==> src/rtl/req_client.sv <==
// Four-channel request client: per-channel FIFOs raise REQ toward an external arbiter,
// serve the granted channel, and track starvation, overflow and illegal grant codes.
module req_client #(
  parameter int unsigned DW         = 8,
  parameter int unsigned DEPTH      = 4,
  parameter int unsigned STARVE_LIM = 16
) (
  input  logic            clk,
  input  logic            rst,
  input  logic [3:0]      push,
  input  logic [4*DW-1:0] push_data,
  output logic [3:0]      full,
  output logic [3:0]      REQ,
  input  logic [3:0]      GNT,
  output logic            out_valid,
  output logic [1:0]      out_ch,
  output logic [DW-1:0]   out_data,
  output logic [3:0]      starve,
  output logic [3:0]      ovf,
  output logic            gnt_err
);

  localparam int unsigned AW = (DEPTH > 1) ? $clog2(DEPTH) : 1;
  localparam int unsigned CW = $clog2(DEPTH + 1);
  localparam int unsigned WW = $clog2(STARVE_LIM + 1);

  localparam logic [AW-1:0] PtrMax  = AW'(DEPTH - 1);
  localparam logic [CW-1:0] CntFull = CW'(DEPTH);
  localparam logic [WW-1:0] WaitMax = WW'(STARVE_LIM);

  logic [DW-1:0] mem_q  [4][DEPTH];
  logic [AW-1:0] wptr_q [4];
  logic [AW-1:0] rptr_q [4];
  logic [CW-1:0] cnt_q  [4];
  logic [WW-1:0] wait_q [4];

  logic [3:0] push_ok;
  logic [3:0] serve;
  logic [1:0] serve_ch;
  logic       gnt_bad;

  function automatic logic [AW-1:0] ptr_inc(input logic [AW-1:0] p);
    return (p == PtrMax) ? '0 : p + AW'(1);
  endfunction

  // Status is derived from registered state only; a grant to an empty queue is ignored.
  always_comb begin
    for (int i = 0; i < 4; i++) begin
      full[i]    = (cnt_q[i] == CntFull);
      REQ[i]     = (cnt_q[i] != '0);
      starve[i]  = (wait_q[i] == WaitMax);
      push_ok[i] = push[i] & ~full[i];
      serve[i]   = (GNT == 4'(i + 1)) & REQ[i];
    end
  end

  assign gnt_bad  = (GNT > 4'd4);
  // Codes 1..4 map to channels 0..3; only meaningful when a serve is active.
  assign serve_ch = GNT[1:0] - 2'd1;

  always_ff @(posedge clk) begin
    if (rst) begin
      for (int i = 0; i < 4; i++) begin
        cnt_q[i]  <= '0;
        wptr_q[i] <= '0;
        rptr_q[i] <= '0;
        wait_q[i] <= '0;
      end
      out_valid <= 1'b0;
      out_ch    <= '0;
      out_data  <= '0;
      ovf       <= '0;
      gnt_err   <= 1'b0;
    end else begin
      for (int i = 0; i < 4; i++) begin
        if (push_ok[i]) wptr_q[i] <= ptr_inc(wptr_q[i]);
        if (serve[i])   rptr_q[i] <= ptr_inc(rptr_q[i]);
        cnt_q[i] <= cnt_q[i] + CW'(push_ok[i]) - CW'(serve[i]);
        if (push[i] && full[i]) ovf[i] <= 1'b1;
        if (serve[i] || !REQ[i]) begin
          wait_q[i] <= '0;
        end else if (!starve[i]) begin
          wait_q[i] <= wait_q[i] + WW'(1);
        end
      end
      out_valid <= |serve;
      if (|serve) begin
        out_ch   <= serve_ch;
        out_data <= mem_q[serve_ch][rptr_q[serve_ch]];
      end
      if (gnt_bad) gnt_err <= 1'b1;
    end
  end

  // Storage is not reset; pointers and counts define what is valid.
  always_ff @(posedge clk) begin
    for (int i = 0; i < 4; i++) begin
      if (push_ok[i]) mem_q[i][wptr_q[i]] <= push_data[i*DW +: DW];
    end
  end

endmodule
==> config.mk <==
export PLATFORM = sky130hd
export DESIGN_NAME = req_client
export DESIGN_NICKNAME = d
export VERILOG_FILES = /design/src/rtl/req_client.sv
export SDC_FILE = /design/constraint.sdc
export NUM_CORES = 1
export LEC_CHECK = 0
export ABC_AREA = 1
export BUFFER_PORTS_ARGS = -buffer_cell sky130_fd_sc_hd__buf_2
export CAP_MARGIN = 20
export CELL_PAD_IN_SITES_DETAIL_PLACEMENT = 0
export CELL_PAD_IN_SITES_GLOBAL_PLACEMENT = 1
export CORE_UTILIZATION = 48
export CTS_BUF_LIST = sky130_fd_sc_hd__clkbuf_4 sky130_fd_sc_hd__clkbuf_8
export DETAILED_ROUTE_END_ITERATION = 8
export PLACE_DENSITY_LB_ADDON = 0.1
export SLEW_MARGIN = 20
export SYNTH_ARGS = -nofsm -noshare
export SYNTH_HDL_FRONTEND = slang
export SYNTH_SLANG_ARGS = --single-unit
==> constraint.sdc <==
create_clock -name clk -period 3.3 [get_ports clk]
set_input_delay 0.495 -clock clk [delete_from_list [all_inputs] [get_ports clk]]
set_output_delay 0.495 -clock clk [all_outputs]
set_load 0.02 [all_outputs]
==> flow_metrics.py, run 1 <==
metrics = {
    "outcome": {
        "status": "finished clean",
    },
    "clocking": {
        "cts_tree": "done",
        "cts_made_buffers": 17,
        "cts_root_buffer": "clkbuf_8",
        "holdBufCountCts": 0,
        "insertion_delay_ns": 0.46,
        "cts.sinks": 192,
        "clk_path_buf_depth": 2,
        "ctsResizeCount": 0,
        "clk_pin_slew_worst_paths_ns": 0.10,
        "cts.htree.levels": 4,
        "post-cts-setup-buffers": 0,
    },
    "floorplanning": {
        "fp.dieW_microns": 141.0,
        "die_h_microns": 141.0,
        "rows": 50,
        "io_pins": 70,
        "coreArea_sq_um": 18830,
        "die_area_sq_um": 19890,
        "start_util_pct": 49.27,
    },
    "routing": {
        "wl_microns": 20490,
        "antenna_left": 0,
        "drt_iter0_drc": 440,
        "detail_route.first_pass.iterations": 5,
        "drc": 0,
        "wl_per_cell_microns": 15.26,
        "vias_per_cell": 4.633,
        "via_count": 6217,
    },
    "critical_path": {
        "r2r_cells": 8,
        "crit_required_ns": 3.69,
        "arrival_ns": 2.64,
        "crit_type": "reg -> reg",
        "endpoint_kind": "flop",
        "reg2reg_to": "cnt_q[2][2]$_SDFF_PP0_",
        "cp_max_fo": 6,
        "start_kind": "flop",
        "crit_start": "cnt_q[2][1]$_SDFF_PP0_",
        "endpoint": "cnt_q[2][2]$_SDFF_PP0_",
        "ff2ff_setup_slack_ns": 1.05,
        "reg2reg_from": "cnt_q[2][1]$_SDFF_PP0_",
    },
    "global_routing": {
        "antenna_found_initial": 1,
        "grt_first_pass_wirelength_microns": 32930,
        "grt_pass1_vias": 6113,
        "grt_use_total_pct": 22.44,
        "grt_overflow": 0,
        "grt_max_degree": 70,
    },
    "sta": {
        "finalCritPeriodShare_pct": 68.32,
        "clock_skew_ns": 0.01384,
        "slew_headroom_pct": 32.99,
        "rsz0062_at_grt": "no",
        "final_max_slew_viol_count": 0,
        "fmax_mhz": 443.5,
        "tightest_slew_ns": 1.001,
        "setup_viol": 0,
        "finalCriticalPeriod_ns": 2.255,
        "setup_tns_ns": 0,
        "final-hold-violation-count": 0,
    },
    "finish": {
        "final_common_cell": "nand2_1",
        "post-route-util_pct": 54.31,
        "drive_gt1_share_pct": 11.38,
        "nets": 1154,
        "area_growth_pct": 10.24,
        "most-common-layout-cells": "280 x nand2_1, 219 x inv_1, 164 x edfxtp_1",
    },
    "placed_design": {
        "hpwl_microns": 14670,
        "gp_congestion": 0.7997,
        "portBuffers": 69,
    },
    "synthesis": {
        "synthFlopType": "edfxtp_1",
        "synth_area_per_cell_sq_um": 9.296,
        "syn_inst": 998,
        "synth-seq-area-share_pct": 59.12,
        "yosys.area.top_type": "edfxtp_1",
        "synth.area.top_cells": "edfxtp_1 53%, nand2_1 11%, inv_1 8.9%",
        "async_reset_ff_share_pct": 0,
        "syn_nets": 1084,
        "yosysWarnings": 0,
        "synth_top_area_share_pct": 53.08,
        "synth_edf_count": 164,
        "ys_ff_latch": 192,
        "synth_area_sq_um": 9278,
        "synth.distinct_cells": 28,
    },
    "worst_hold_path": {
        "worstHoldStart": "push_data[23]",
        "hold_path.class": "in -> reg",
    },
    "flow_run": {
        "cap_viol_max_count": 0,
    },
    "power_and_ir_drop": {
        "power_frac_comb_pct": 23.8,
        "p_int_w": 0.004155,
        "pwr-share-clk_pct": 25.2,
        "pwr-share-seq_pct": 51.1,
        "swShare_pct": 33.00,
        "p_sw_w": 0.002046,
        "ir_drop_mv": 0.2955,
        "power_density_nw_per_um2": 606.3,
        "p_leak_nw": 4.843,
    },
}
==> how the worst min path moves through the flow <==
stage / slack, ns / cells past startpoint / to
floorplan: 0.52 / 3 / cnt_q[3][2]$_SDFF_PP0_
global placement: 0.44 / 2 / ovf[1]$_SDFFE_PP0P_
finish: 0.24 / 1 / mem_q[2][23]$_DFFE_PP_
CTS: 0.22 / 1 / mem_q[2][4]$_DFFE_PP_
detailed placement: 0.44 / 2 / ovf[1]$_SDFFE_PP0P_
global route: 0.21 / 1 / mem_q[2][27]$_DFFE_PP_
==> sequential cells by signal, summed over array words and instances (netlist names) <==
| register | count |
|---|---|
| out_ch | 2 |
| mem_q | 128 |
| out_data | 8 |
| rptr_q | 8 |
| ovf | 4 |
| gnt_err | 1 |
| wait_q | 20 |
| cnt_q | 12 |
| out_valid | 1 |
| wptr_q | 8 |
==> routing by layer <==
layer | global-route usage [%] | part of all wire (%) | up-vias
li1 | - | - | 3241
met1 | 28.66 | 45 | 2841
met2 | 38.33 | 48 | 123
met3 | 5.435 | 5.4 | 12
met4 | 5.664 | 1.0 | 0
met5 | 0 | 0 | -
==> per-stage QoR <==
stage	hold WS, ns	instances	area (sq um)	worst slack, ns	power (W)
2_1_floorplan	0.5182	998	9278	0.8061	0.004213
3_3_place_gp	0.4353	1309	9826	0.8305	0.004710
3_5_place_dp	0.4398	1309	9826	0.8228	0.004719
4_1_cts	0.2170	1341	10220	0.9913	0.006269
5_1_grt	0.2144	1341	10220	0.7697	0.006593
6_report	0.2415	1342	10230	1.045	0.006201
==> cell families after synthesis <==
| logic type | after synthesis | synth area share, % |
|---|---|---|
| xor+xnor | 8 | 0.7553 |
| flops | 192 | 59.12 |
| simple gates | 474 | 21.08 |
| compound gates | 25 | 1.349 |
| fa+ha+maj | 44 | 6.258 |
| buf+inv | 255 | 11.44 |
==> synth_stat cells (all sizes together), types with 4 or more instances <==
| master | n |
|---|---|
| nor4 | 4 |
| o21ai | 9 |
| nor2 | 75 |
| edfxtp | 164 |
| nor3 | 9 |
| nand3 | 98 |
| fa | 4 |
| nand2 | 283 |
| xor2 | 8 |
| buf | 28 |
| a21oi | 16 |
| dfxtp | 28 |
| inv | 224 |
| ha | 40 |
| nand4 | 4 |
==> critical path: stages, from the launching register on <==
cell and delay (ns):
dfxtp_1 0.34, inv_2 0.07, nand2_1 0.09, o21ai_0 0.58, inv_1 0.15, ha_1 0.24, fa_1 0.40, and3_1 0.19
nor3_1 0.13
==> final cells by class <==
type	count	area [sq um]
fill	1778	8603
tap	260	325.3
antenna	1	2.502
timing repair buffer	81	435.4
inverter	225	848.3
clock buffer	18	241.5
clock inverter	14	157.7
multi-input combinational	551	2731
sequential	192	5485
==> power groups by stage <==
stage	logic [W]	registers, W	clock network (W)
after floorplan	0.000983	0.00323	0
after global placement	0.00149	0.00322	0
after detailed placement	0.00149	0.00322	0
after CTS	0.00150	0.00317	0.00160
after global routing	0.00170	0.00321	0.00169
final	0.00147	0.00317	0.00156
(Power assumes the default switching activity.)
==> run 2, diff against run 1 <==
--- a/config.mk
+++ b/config.mk
@@ -10,7 +10,7 @@
 export CAP_MARGIN = 20
 export CELL_PAD_IN_SITES_DETAIL_PLACEMENT = 0
 export CELL_PAD_IN_SITES_GLOBAL_PLACEMENT = 1
-export CORE_UTILIZATION = 48
+export CORE_UTILIZATION = 44
 export CTS_BUF_LIST = sky130_fd_sc_hd__clkbuf_4 sky130_fd_sc_hd__clkbuf_8
 export DETAILED_ROUTE_END_ITERATION = 8
 export PLACE_DENSITY_LB_ADDON = 0.1
==> constraint.sdc (replaced) <==
create_clock -name clk -period 1.8 [get_ports clk]
set_input_delay 0.27 -clock clk [delete_from_list [all_inputs] [get_ports clk]]
set_output_delay 0.27 -clock clk [all_outputs]
set_load 0.02 [all_outputs]
==> flow_metrics.py, run 2 (synthesis gave the netlist of run 1 again) <==
metrics = {
    "global_routing": {
        "grt_first_pass_wirelength_microns": 33520,
        "antenna_found_initial": 0,
        "grt_max_degree": 65,
        "grt_use_total_pct": 20.54,
        "grt_pass1_vias": 6319,
        "grt_overflow": 0,
    },
    "sta": {
        "finalCritPeriodShare_pct": 98.65,
        "final-hold-violation-count": 0,
        "slew_headroom_pct": 62.78,
        "setup_viol": 0,
        "clock_skew_ns": 0.02026,
        "final_max_slew_viol_count": 0,
        "finalCriticalPeriod_ns": 1.776,
        "rsz0062_at_grt": "yes",
        "fmax_mhz": 563.2,
        "setup_tns_ns": 0,
        "postLayoutSetupSlackWorst_ns": 0.02432,
        "tightest_slew_ns": 0.5576,
    },
    "placed_design": {
        "dp_cells": 1369,
        "gp_congestion": 0.7703,
        "detailedPlace.worstSlack_ns": -0.3050,
        "portBuffers": 69,
        "hpwl_microns": 14740,
    },
    "finish": {
        "fin_cells": 1440,
        "nets": 1243,
        "area_growth_pct": 21.50,
        "most-common-layout-cells": "272 x nand2_1, 196 x inv_1, 164 x edfxtp_1",
        "final_common_cell": "nand2_1",
        "largest_register_ff_count": 128,
        "drive_gt1_share_pct": 23.16,
        "antenna_cells": 0,
    },
    "power_and_ir_drop": {
        "p_leak_nw": 5.275,
        "power_density_nw_per_um2": 1078,
        "ir_drop_mv": 0.4856,
    },
    "critical_path": {
        "r2r_cells": 10,
        "ff2ff_setup_slack_ns": 0.03,
        "cp_max_fo": 3,
        "crit_type": "reg -> out",
        "endpoint": "starve[1]",
        "crit_start": "wait_q[1][0]$_SDFFCE_PN0P_",
        "reg2reg_from": "cnt_q[2][0]$_SDFF_PP0_",
        "endpoint_kind": "output port",
        "arrival_ns": 1.51,
        "start_kind": "flop",
        "reg2reg_to": "cnt_q[2][2]$_SDFF_PP0_",
        "crit_required_ns": 1.53,
    },
    "routing": {
        "antenna_left": 0,
        "wl_per_cell_microns": 14.48,
        "wl_microns": 20850,
        "vias_per_cell": 4.534,
        "detail_route.first_pass.iterations": 5,
        "via_count": 6529,
        "drc": 0,
        "drt_iter0_drc": 424,
    },
    "clocking": {
        "clk_path_buf_depth": 2,
        "cts_tree": "done",
        "cts_made_buffers": 17,
        "insertion_delay_ns": 0.47,
        "cts.htree.levels": 4,
        "cts_root_buffer": "clkbuf_8",
        "clk_pin_slew_worst_paths_ns": 0.11,
        "cts.sinks": 192,
    },
    "floorplanning": {
        "rows": 52,
        "die_area_sq_um": 21670,
        "io_pins": 70,
        "die_h_microns": 147.2,
        "start_util_pct": 45.41,
        "coreArea_sq_um": 20430,
        "fp.dieW_microns": 147.2,
    },
    "worst_hold_path": {
        "hold_path.class": "in -> reg",
    },
    "outcome": {
        "status": "finished clean",
    },
    "flow_run": {
        "cap_viol_max_count": 0,
    },
}
## run 2: changes by cell type in the layout (fill, tap and decap cells not counted), moves of 10 or more
cell / before / now
inv_2: 4 / 23
buf_4: 12 / 83
dfxtp_1: 28 / 18
inv_1: 219 / 196
dfxtp_2: 0 / 10
dlygate4sd3_1: 0 / 17
ha_1: 40 / 27
## run 2: power by group
part | internal, W | switching (W)
combinational | 0.00152 | 0.00220
sequential | 0.00553 | 0.000259
clock | 0.000997 | 0.00165
## run 2: layout make-up
class	count	area, sq um
Clock buffer	17	234.0
Clock inverter	15	121.4
Timing Repair Buffer	170	1199
Multi-Input combinational cell	551	3015
Inverter	225	867.1
Fill cell	1928	9158
Tap cell	270	337.8
Sequential cell	192	5498
## run 2: worst min-delay path by stage
| stage | slack (ns) | cells after the start | start | endpoint |
|---|---|---|---|---|
| after floorplan | 0.37 | 0 | push_data[0] | mem_q[0][0]$_DFFE_PP_ |
| after global placement | 0.44 | 2 | ovf[0]$_SDFFE_PP0P_ | ovf[0]$_SDFFE_PP0P_ |
| after detailed placement | 0.44 | 2 | ovf[0]$_SDFFE_PP0P_ | ovf[0]$_SDFFE_PP0P_ |
| after CTS | 0.004 | 1 | push_data[18] | mem_q[2][18]$_DFFE_PP_ |
| after global routing | -0.01 | 1 | push_data[26] | mem_q[3][18]$_DFFE_PP_ |
| final | 0.03 | 1 | push_data[18] | mem_q[2][18]$_DFFE_PP_ |
## run 2: layer usage
metal	vias to the layer above	share of wire, %	wire length [microns]	track usage [%]
met1	2969	49	10300	29.85
li1	3421	-	-	-
met2	120	45	9347	31.44
met3	19	4.3	899	3.012
met4	0	1.4	301	6.959
met5	-	0	0	0
## run 2: worst max-delay path: stages (launching register included)
cell	delay, ns
edfxtp_1	0.42
inv_1	0.07
ha_1	0.15
nand2_2	0.07
nor3_4	0.17
buf_6	0.15
## run 2: stage by stage
step	util [%]	hold slack, ns	power [W]	instance area, sq um
final	55.18	0.02664	0.01215	11270
after global placement	50.75	0.4368	0.009127	10370
after global routing	55.18	-0.01033	0.01294	11270
after CTS	54.43	0.004438	0.01203	11120
after detailed placement	50.75	0.4401	0.009143	10370
after floorplan	-	0.3689	0.007864	9417
## run 2: timing repair
item / 4_1_cts / 5_1_grt
gates cloned: 0 / 0
buffers inserted: 17 / 5
pin swaps: 9 / 8
hold buffers: 17 / 0
endpoints found under the hold margin: 68 / 0
endpoints found under the setup margin: 35 / 25
resized for setup: 34 / 36
